[config.mk]
export PLATFORM = sky130hd
export DESIGN_NAME = playback_unit_flat
export DESIGN_NICKNAME = d
export VERILOG_FILES = /design/src/rtl/ch_unit_pkg.sv /design/src/rtl/playback_unit_if.sv /design/src/rtl/playback_unit_sample_edge.sv /design/src/rtl/playback_unit.sv /design/src/flat_wrapper.sv
export SDC_FILE = /design/constraint.sdc
export NUM_CORES = 1
export LEC_CHECK = 0
export CORE_AREA = 2 2 85 87
export CTS_BUF_LIST = sky130_fd_sc_hd__clkbuf_8
export DETAILED_ROUTE_END_ITERATION = 8
export DIE_AREA = 0 0 87 89
export GPL_TIMING_DRIVEN = 0
export PLACE_DENSITY = 0.65
export SKIP_LAST_GASP = 1
export SYNTH_ARGS = -nofsm -noshare
export SYNTH_HDL_FRONTEND = slang
export SYNTH_SLANG_ARGS = --single-unit
[constraint.sdc]
create_clock -name clk -period 5 [get_ports clk]
set_clock_uncertainty 0.05 [all_clocks]
set_input_delay 1 -clock clk [delete_from_list [all_inputs] [get_ports clk]]
set_output_delay 1 -clock clk [all_outputs]
set_load 0.05 [all_outputs]
[src/rtl/ch_unit_pkg.sv]
// Definitions shared by the playback and record channel units.
// The channel FSM states and the default serial word width live here.
package ch_unit_pkg;

  localparam int WORD_W_DEFAULT = 32;
  localparam int BIT_IDX_W      = 6;

  typedef enum logic {
    IDLE  = 1'b0,
    SHIFT = 1'b1
  } chState_t;

endpackage

[src/rtl/playback_unit_if.sv]
// Word handshake into the playback unit: a transfer happens when wordValid and wordReady are both high.
// The master offers the word; the slave owns wordReady, which never depends on wordValid.
interface playback_unit_if import ch_unit_pkg::*; #(
  parameter int WORD_W = WORD_W_DEFAULT
);

  logic [WORD_W-1:0] wordIn;
  logic              wordValid;
  logic              wordReady;

  modport master (output wordIn, output wordValid, input wordReady);
  modport slave  (input wordIn, input wordValid, output wordReady);

endinterface

[src/rtl/playback_unit_sample_edge.sv]
// Rising-edge detector for a level synchronous to clk; the pulse is combinational off a registered history bit.
// A level held high for many cycles yields a single one-cycle pulse.
module sample_edge (
  input  logic clk,
  input  logic resetN,
  input  logic levelIn,
  output logic pulseOut
);

  logic levelQ;

  always_ff @(posedge clk) begin
    if (!resetN) begin
      levelQ <= 1'b0;
    end else begin
      levelQ <= levelIn;
    end
  end

  assign pulseOut = levelIn & ~levelQ;

endmodule

[src/rtl/playback_unit.sv]
// Serialises words LSB first, one bit per enabled samplePulse edge, behind a one-entry holding register.
// A word accepted while idle drives bit0 two cycles after transfer; wordReady stays low while the holding register is full.
module playback_unit import ch_unit_pkg::*; #(
  parameter int   WORD_W     = WORD_W_DEFAULT,
  parameter logic IDLE_LEVEL = 1'b0
) (
  input  logic                 clk,
  input  logic                 resetN,
  input  logic                 enable,
  input  logic                 samplePulse,
  playback_unit_if.slave       wordBus,
  output logic                 dOut,
  output logic                 busy,
  output logic                 wordDone,
  output logic                 underrun,
  output logic [BIT_IDX_W-1:0] bitIndex
);

  localparam logic [BIT_IDX_W-1:0] LAST_IDX = BIT_IDX_W'(WORD_W - 1);

  chState_t          state;
  logic [WORD_W-1:0] shiftReg;
  logic [WORD_W-1:0] holdReg;
  logic              holdFull;
  logic              pulseEdge;
  logic              tick;
  logic              transfer;

  sample_edge uEdge (
    .clk      (clk),
    .resetN   (resetN),
    .levelIn  (samplePulse),
    .pulseOut (pulseEdge)
  );

  // The edge history keeps tracking while disabled, so edges missed under enable=0 are dropped, not replayed.
  assign tick              = enable & pulseEdge;
  assign transfer          = wordBus.wordValid & ~holdFull;
  assign wordBus.wordReady = ~holdFull;

  always_ff @(posedge clk) begin
    if (!resetN) begin
      state    <= IDLE;
      shiftReg <= '0;
      holdReg  <= '0;
      holdFull <= 1'b0;
      bitIndex <= '0;
      busy     <= 1'b0;
      wordDone <= 1'b0;
      underrun <= 1'b0;
      dOut     <= IDLE_LEVEL;
    end else begin
      wordDone <= 1'b0;
      underrun <= 1'b0;

      // A transfer needs holdFull low and both clears below need it high, so the writes never collide.
      if (transfer) begin
        holdReg  <= wordBus.wordIn;
        holdFull <= 1'b1;
      end

      case (state)
        IDLE: begin
          if (enable && holdFull) begin
            shiftReg <= holdReg;
            holdFull <= 1'b0;
            bitIndex <= '0;
            dOut     <= holdReg[0];
            busy     <= 1'b1;
            state    <= SHIFT;
          end
        end
        SHIFT: begin
          if (tick) begin
            if (bitIndex != LAST_IDX) begin
              shiftReg <= shiftReg >> 1;
              bitIndex <= bitIndex + BIT_IDX_W'(1);
              dOut     <= shiftReg[1];
            end else begin
              wordDone <= 1'b1;
              if (holdFull) begin
                // Back-to-back words: next bit0 follows the last bit with no idle gap.
                shiftReg <= holdReg;
                holdFull <= 1'b0;
                bitIndex <= '0;
                dOut     <= holdReg[0];
              end else begin
                underrun <= 1'b1;
                busy     <= 1'b0;
                dOut     <= IDLE_LEVEL;
                state    <= IDLE;
              end
            end
          end
        end
      endcase
    end
  end

endmodule

[src/flat_wrapper.sv]
// flat-port wrapper written by rule: the top's interface ports become plain ports
module playback_unit_flat import ch_unit_pkg::*;
#(
  parameter int   WORD_W     = WORD_W_DEFAULT,
  parameter logic IDLE_LEVEL = 1'b0
)
  (clk, resetN, enable, samplePulse, dOut, busy, wordDone, underrun, bitIndex, wordBus_wordIn, wordBus_wordValid, wordBus_wordReady);
  playback_unit_if #(.WORD_W(WORD_W)) wordBus_i ();
  input  logic clk;
  input  logic resetN;
  input  logic enable;
  input  logic samplePulse;
  output logic dOut;
  output logic busy;
  output logic wordDone;
  output logic underrun;
  output logic [BIT_IDX_W-1:0] bitIndex;
  input wire logic [$bits(wordBus_i.wordIn)-1:0] wordBus_wordIn;
  input wire logic [$bits(wordBus_i.wordValid)-1:0] wordBus_wordValid;
  output wire logic [$bits(wordBus_i.wordReady)-1:0] wordBus_wordReady;
  assign wordBus_i.wordIn = wordBus_wordIn;
  assign wordBus_i.wordValid = wordBus_wordValid;
  assign wordBus_wordReady = wordBus_i.wordReady;
  playback_unit #(.WORD_W(WORD_W), .IDLE_LEVEL(IDLE_LEVEL)) u_core (.clk(clk), .resetN(resetN), .enable(enable), .samplePulse(samplePulse), .wordBus(wordBus_i), .dOut(dOut), .busy(busy), .wordDone(wordDone), .underrun(underrun), .bitIndex(bitIndex));
endmodule
## After elaboration in Yosys (flattened, before gate mapping)

Cells that the tools add are included.

| word-level totals | value |
|---|---|
| output and inout port bits | 11 |
| logic and storage cells | 64 |
| bits in registers | 77 |
| input port bits | 37 |

| operators by class | value |
|---|---|
| reductions and logical operators | 6 |
| bitwise gates (word level) | 8 |
| add/subtract/negate cells | 1 |
| multiplexer cells | 33 |
| eq/ne operators | 6 |

Operators with widths:

| cell | number |
|---|---|
| $mux W32 | 4 |
| $pmux W32 S2 | 1 |
| $mux W6 | 4 |
| $mux W1 | 19 |
| $pmux W6 S2 | 1 |
| $pmux W1 S2 | 4 |
| $add A6 B1 Y6 const B | 1 |
| $ne A2 B2 Y1 const B | 3 |
| $ne A6 B5 Y1 const B | 1 |
| $reduce_and A3 Y1 | 2 |
| $not A1 Y1 | 5 |
| $reduce_and A4 Y1 | 1 |
| $reduce_or A4 Y1 | 1 |
| $and A1 B1 Y1 | 3 |
| $ne A3 B3 Y1 const B | 1 |
| $ne A2 B1 Y1 const B | 1 |
| $reduce_and A2 Y1 | 1 |
| $logic_and A1 B1 Y1 | 1 |

## Logic depth before layout (Yosys ltp)

| logic depth | value |
|---|---|
| word-level depth | 7 |
| mapped depth | 8 |
| mapped depth without buffers | 5 |

## By module

From an unflattened synthesis, not the netlist that was laid out.

| second synthesis, totals | value |
|---|---|
| cell total of the unflattened synthesis | 382 |
| area total of the unflattened synthesis | 3001.6 µm² |

By module, submodules not included:

| module | cells an instance | instances | sequential area each (µm²) | area each (µm²) |
|---|---|---|---|---|
| playback_unit | 379 | 1 | 1501.4 | 2961.6 |
| sample_edge | 3 | 1 | 20.0 | 40.0 |

## Worst setup path before layout

Ideal clock, no wire load.

| timing path | value |
|---|---|
| path kind | in2reg |
| start point | in enable |
| end point | reg u_core.shiftReg[22] |
| path buffers | 3 |
| stages | 7 |
| setup time | 0.125 ns |
| data arrival time | 1.891 ns |
| data required time | 4.825 ns |
| slack | 2.934 ns |
| cells stage by stage | and4b_1 -> buf_6 -> o32a_2 -> buf_6 -> buf_6 -> o21ai_1 -> a31oi_1 |

| on the way | value |
|---|---|
| word-level cells in the longest chain between the ends | 3 |
| elaborated cells between the ends (all ways) | 5 |
| those cells by class | eq/ne (2); bitwise (1); reduce/logical (2) |

Ends and longest elaborated chain:

| element | RTL line | source |
|---|---|---|
| start, declared | flat_wrapper.sv:11 | `input logic enable;` |
| $and A1 B1 Y1 / $logic_and A1 B1 Y1 (equally long branches) | playback_unit.sv:37, playback_unit.sv:64 |  |
| $ne A2 B2 Y1 (no source line) / $ne A2 B1 Y1 (equally long branches) | n/a |  |
| $reduce_and A3 Y1 (no source line) * | n/a |  |
| end signal, assigned | playback_unit.sv:65 | `shiftReg <= holdReg;` |
| end signal, assigned | playback_unit.sv:76 | `shiftReg <= shiftReg >> 1;` |
| end signal, assigned | playback_unit.sv:83 | `shiftReg <= holdReg;` |
| end, declared | playback_unit.sv:22 | `logic [WORD_W-1:0] shiftReg;` |

Mark *: on every way between the ends. The rest lies on a longest branch, timed or not.
A chain may end at the register's enable or synchronous reset.

## Worst setup path after layout

| timing path | value |
|---|---|
| start point | reg u_core.holdFull |
| end point | out wordBus_wordReady |

| on the way | value |
|---|---|
| word-level cells in the longest chain between the ends | 1 |

Ends and longest elaborated chain:

| element | RTL line | source |
|---|---|---|
| start, declared | playback_unit.sv:24 | `logic holdFull;` |
| start signal, assigned | playback_unit.sv:46 | `holdFull <= 1'b0;` |
| start signal, assigned | playback_unit.sv:59 | `holdFull <= 1'b1;` |
| start signal, assigned | playback_unit.sv:66 | `holdFull <= 1'b0;` |
| $not A1 Y1 | playback_unit.sv:39 | `assign wordBus.wordReady = ~holdFull;` |
| end, declared | flat_wrapper.sv:20 | `output wire logic [$bits(wordBus_i.wordReady)-1:0] wordBus_wordReady;` |

No other way between the ends.

==> impl_results.html <==
<table>
<tr><th>Metric</th><th>Value</th></tr>
<tr><th colspan="2">Min path</th></tr>
<tr><td>Worst Hold Class</td><td>reg2reg</td></tr>
<tr><td>Number of stages on the worst hold path</td><td>2</td></tr>
<tr><td>Startpoint of the lowest-slack hold path</td><td>u_core.holdReg[22]</td></tr>
<tr><th colspan="2">Setup path</th></tr>
<tr><td>Highest fanout seen on the critical path</td><td>9</td></tr>
<tr><td>Worst Setup Start Kind</td><td>flip-flop</td></tr>
<tr><td>Required time worst endpoint</td><td>3.95 ns</td></tr>
<tr><td>Depth of the worst register-to-register path</td><td>6</td></tr>
<tr><td>Worst setup path start</td><td>u_core.holdFull</td></tr>
<tr><td>Endpoint arrival time on the critical path</td><td>1.72 ns</td></tr>
<tr><td>Kind of end point of the critical path</td><td>output pin</td></tr>
<tr><td>Reg2reg start</td><td>u_core.bitIndex[0]</td></tr>
<tr><td>Kind of critical path</td><td>reg2out</td></tr>
<tr><th colspan="2">Die</th></tr>
<tr><td>Die outline height</td><td>89 um</td></tr>
<tr><td>Die Footprint</td><td>7740 um^2</td></tr>
<tr><td>Standard cell core area</td><td>6720 um^2</td></tr>
<tr><td>Initial Util</td><td>44.7%</td></tr>
<tr><td>Number of rows in the core area</td><td>30</td></tr>
<tr><td>I/O pin count</td><td>48</td></tr>
<tr><td>Die X</td><td>87 um</td></tr>
<tr><th colspan="2">Outcome</th></tr>
<tr><td>Status</td><td>finished, final reports clean</td></tr>
<tr><th colspan="2">Detailed routing</th></tr>
<tr><td>Pre-Repair DR Iteration Count</td><td>5</td></tr>
<tr><td>Average wire length per cell after detail routing</td><td>13.2 um</td></tr>
<tr><td>Residual DRC count</td><td>0</td></tr>
<tr><td>Average via count per standard cell</td><td>5.26</td></tr>
<tr><td>Starting DRC count in detailed routing</td><td>150</td></tr>
<tr><td>Vias</td><td>2769</td></tr>
<tr><td>Total routed wirelength</td><td>6.94 mm</td></tr>
<tr><td>Count of nets left with antenna violations after detail routing</td><td>0</td></tr>
<tr><th colspan="2">Pwr</th></tr>
<tr><td>Part of the power in registers</td><td>54.2%</td></tr>
<tr><td>Leakage power total</td><td>1.34 nW</td></tr>
<tr><td>Power dissipated by switching net loads</td><td>324 uW</td></tr>
<tr><td>Internal power of the cells</td><td>900 uW</td></tr>
<tr><td>Worst vdd rail ir drop</td><td>0.137 mV</td></tr>
<tr><td>Proportion of power drawn by the clock network</td><td>32.1%</td></tr>
<tr><td>Share of total power consumed by net switching</td><td>26.5%</td></tr>
<tr><td>Pwr per Cell Area</td><td>328 nW/um^2</td></tr>
<tr><td>Logic gate share of total power</td><td>13.7%</td></tr>
<tr><th colspan="2">Synth</th></tr>
<tr><td>Dominant cells by area after synthesis</td><td>sky130_fd_sc_hd__dfxtp_1, sky130_fd_sc_hd__nand2_1, sky130_fd_sc_hd__a21oi_1</td></tr>
<tr><td>Number of distinct library cells after synthesis</td><td>30</td></tr>
<tr><td>Top-area cell type share of the netlist area</td><td>50.7%</td></tr>
<tr><td>Cell area after synthesis</td><td>3000 um^2</td></tr>
<tr><td>Sequential area share after synthesis</td><td>50.7%</td></tr>
<tr><td>Yosys reg bits</td><td>76</td></tr>
<tr><td>Post-synth top area cell</td><td>sky130_fd_sc_hd__dfxtp_1</td></tr>
<tr><td>Syn_area_per_cell</td><td>7.80 um^2</td></tr>
<tr><td>Number of warnings issued by yosys</td><td>0</td></tr>
<tr><td>Nets in the synthesized netlist</td><td>423</td></tr>
<tr><td>Number of instances in the synthesized netlist</td><td>385</td></tr>
<tr><th colspan="2">STA</th></tr>
<tr><td>Unrepaired setup endpoints after global routing</td><td>no</td></tr>
<tr><td>Final worst hold slack</td><td>0.407 ns</td></tr>
<tr><td>Achievable clock frequency</td><td>360 MHz</td></tr>
<tr><td>Fin Setup TNS</td><td>0 ns</td></tr>
<tr><td>Worst-margin pin slew</td><td>0.630 ns</td></tr>
<tr><td>Remaining max-slew budget at the tightest pin</td><td>57.9%</td></tr>
<tr><td>Max Slew Vio Count</td><td>0</td></tr>
<tr><td>Fin crit period</td><td>2.77 ns</td></tr>
<tr><td>Endpoints failing hold</td><td>0</td></tr>
<tr><td>Tcrit/Tclk final</td><td>55.5%</td></tr>
<tr><td>Final setup viols</td><td>0</td></tr>
<tr><th colspan="2">Global route</th></tr>
<tr><td>Grt total ovfl</td><td>0</td></tr>
<tr><td>Overall track demand over capacity in global routing</td><td>19.1%</td></tr>
<tr><td>Global-route wire length before repair</td><td>11.6 mm</td></tr>
<tr><td>Initial antenna violation count</td><td>0</td></tr>
<tr><td>Pin count of the biggest net entering global routing</td><td>12</td></tr>
<tr><td>Number of global-route vias before repair</td><td>2477</td></tr>
<tr><th colspan="2">Clock network</th></tr>
<tr><td># clock sinks</td><td>76</td></tr>
<tr><td>Buffer count from post-CTS setup fixing</td><td>0</td></tr>
<tr><td>CTS clk-pin slew, worst paths</td><td>0.08 ns</td></tr>
<tr><td>Hold bufs inserted after CTS</td><td>0</td></tr>
<tr><td>CTS Root Cell</td><td>sky130_fd_sc_hd__clkbuf_8</td></tr>
<tr><td>CTS tree</td><td>built</td></tr>
<tr><td>Post-CTS Resized</td><td>0</td></tr>
<tr><td>Total CTS buffers</td><td>9</td></tr>
<tr><td>Buffers from clock root to sink, at most</td><td>2</td></tr>
<tr><td>H-Tree Depth</td><td>3</td></tr>
<tr><td>Clock insertion delay at the later pin of the skew report</td><td>0.34 ns</td></tr>
<tr><th colspan="2">Layout</th></tr>
<tr><td>Net total in the final layout</td><td>481</td></tr>
<tr><td>Layout Area Growth over Synthesis</td><td>24.3%</td></tr>
<tr><td>Utilization after layout</td><td>55.5%</td></tr>
<tr><td>Final non-filler cell total</td><td>526</td></tr>
<tr><td>Ant diodes</td><td>0</td></tr>
<tr><td>Share of final-layout standard cells stronger than drive strength 1</td><td>6.05%</td></tr>
<tr><td>Reg area</td><td>1520 um^2</td></tr>
<tr><td>Number of fill cells</td><td>659</td></tr>
<tr><td>Area of the multi-input gates</td><td>1300 um^2</td></tr>
<tr><th colspan="2">Flow run</th></tr>
<tr><td>Max-cap check violation count</td><td>0</td></tr>
<tr><th colspan="2">Placed design</th></tr>
<tr><td>IO buf count</td><td>47</td></tr>
<tr><td>Half-perimeter wire length after placement</td><td>4.73 mm</td></tr>
<tr><td>GP Congestion</td><td>0.806</td></tr>
<tr><td>Placed cell count</td><td>512</td></tr>
</table>
[power by group through the flow]
stage,Clock (mW),Sequential (mW),Combinational [mW]
after floorplan,0,0.677,0.101
after global placement,0,0.676,0.166
after detailed placement,0,0.677,0.168
after CTS,0.402,0.663,0.169
after global routing,0.424,0.668,0.188
final,0.393,0.663,0.168
[synthesized netlist by cell type]
library cell and n:
sky130_fd_sc_hd__a21oi_1 39, sky130_fd_sc_hd__a221oi_1 2, sky130_fd_sc_hd__a31oi_1 30, sky130_fd_sc_hd__and2_1 3, sky130_fd_sc_hd__and3_1 1, sky130_fd_sc_hd__and3b_1 2
sky130_fd_sc_hd__and4b_1 1, sky130_fd_sc_hd__buf_2 9, sky130_fd_sc_hd__buf_6 5, sky130_fd_sc_hd__clkbuf_1 18, sky130_fd_sc_hd__clkinv_1 1, sky130_fd_sc_hd__dfxtp_1 76
sky130_fd_sc_hd__ha_1 1, sky130_fd_sc_hd__inv_1 2, sky130_fd_sc_hd__nand2_1 134, sky130_fd_sc_hd__nand3_1 3, sky130_fd_sc_hd__nand3b_1 2, sky130_fd_sc_hd__nand4_1 1
sky130_fd_sc_hd__nand4b_1 1, sky130_fd_sc_hd__nor2_1 5, sky130_fd_sc_hd__nor2b_1 1, sky130_fd_sc_hd__nor3_1 5, sky130_fd_sc_hd__o21a_1 1, sky130_fd_sc_hd__o21ai_0 13
sky130_fd_sc_hd__o21ai_1 21, sky130_fd_sc_hd__o22ai_1 3, sky130_fd_sc_hd__o31ai_1 2, sky130_fd_sc_hd__o32a_2 1, sky130_fd_sc_hd__o32ai_1 1, sky130_fd_sc_hd__or3_1 1
[cell type report]
class	count	area share, %
Multi-Input combinational cell	274	34.9
Tap cell	80	2.68
Timing Repair Buffer	47	12.6
Buffer	32	4.53
Inverter	3	0.302
Clock inverter	4	0.537
Clock buffer	10	3.69
Sequential cell	76	40.8
[routing by layer]
layer	track usage (%)	part of all wire, %	wire, um	vias to the layer above
met5	0	0	0	-
met4	7.95	1.6	108	0
met3	3.97	5.2	362	10
met2	29.8	44	3040	73
met1	25.9	49	3430	1260
li1	-	-	-	1426
[cells by family after synthesis]
group,after synthesis,share of synthesized area [%]
compound gates,113,21.0
buf+inv,35,6.00
fa+ha+maj,1,0.417
simple gates,160,21.9
flops,76,50.7
[critical path, cell delays in order (launching register included)]
cell and delay [ns]:
sky130_fd_sc_hd__dfxtp_1 0.30, sky130_fd_sc_hd__buf_2 0.16, sky130_fd_sc_hd__inv_1 0.11, sky130_fd_sc_hd__clkdlybuf4s50_1 0.81
[cells in the final DEF (no fill, tap or decap), drive strengths merged, types with 2 or more instances in the layout]
| cell type | instances |
|---|---|
| nand2 | 134 |
| nand3 | 3 |
| inv | 4 |
| a31oi | 30 |
| buf | 14 |
| o31ai | 2 |
| a21oi | 39 |
| a221oi | 2 |
| o22ai | 3 |
| clkinv | 2 |
| dfxtp | 76 |
| and3b | 2 |
| and2 | 3 |
| nor3 | 5 |
| clkbuf | 28 |
| clkdlybuf4s50 | 47 |
| nand3b | 2 |
| nor2 | 5 |
| o21ai | 34 |
[worst paths after layout]
check,end,slack [ns]
setup / recovery,wordBus_wordReady,2.23
hold reg to reg,u_core.holdReg[22],0.41
hold / removal,u_core.holdReg[22],0.41
setup reg to reg,u_core.shiftReg[13],2.86
[flip-flops by register name, indices dropped and copies added, names as in the netlist]
signal / cells
u_core.bitIndex: 6
u_core.busy: 1
u_core.dOut: 1
u_core.holdFull: 1
u_core.holdReg: 32
u_core.shiftReg: 31
u_core.state: 1
u_core.uEdge.levelQ: 1
u_core.underrun: 1
u_core.wordDone: 1
[metrics by stage]
| stage | area, um^2 | power, mW | setup slack [ns] |
|---|---|---|---|
| 5_1_grt | 3730 | 1.28 | 2.16 |
| 4_1_cts | 3730 | 1.23 | 2.22 |
| 3_5_place_dp | 3570 | 0.845 | 2.23 |
| 2_1_floorplan | 3000 | 0.779 | 2.93 |
| 3_3_place_gp | 3570 | 0.842 | 2.27 |
| 6_report | 3730 | 1.22 | 2.23 |
(Power assumes the default switching activity.)
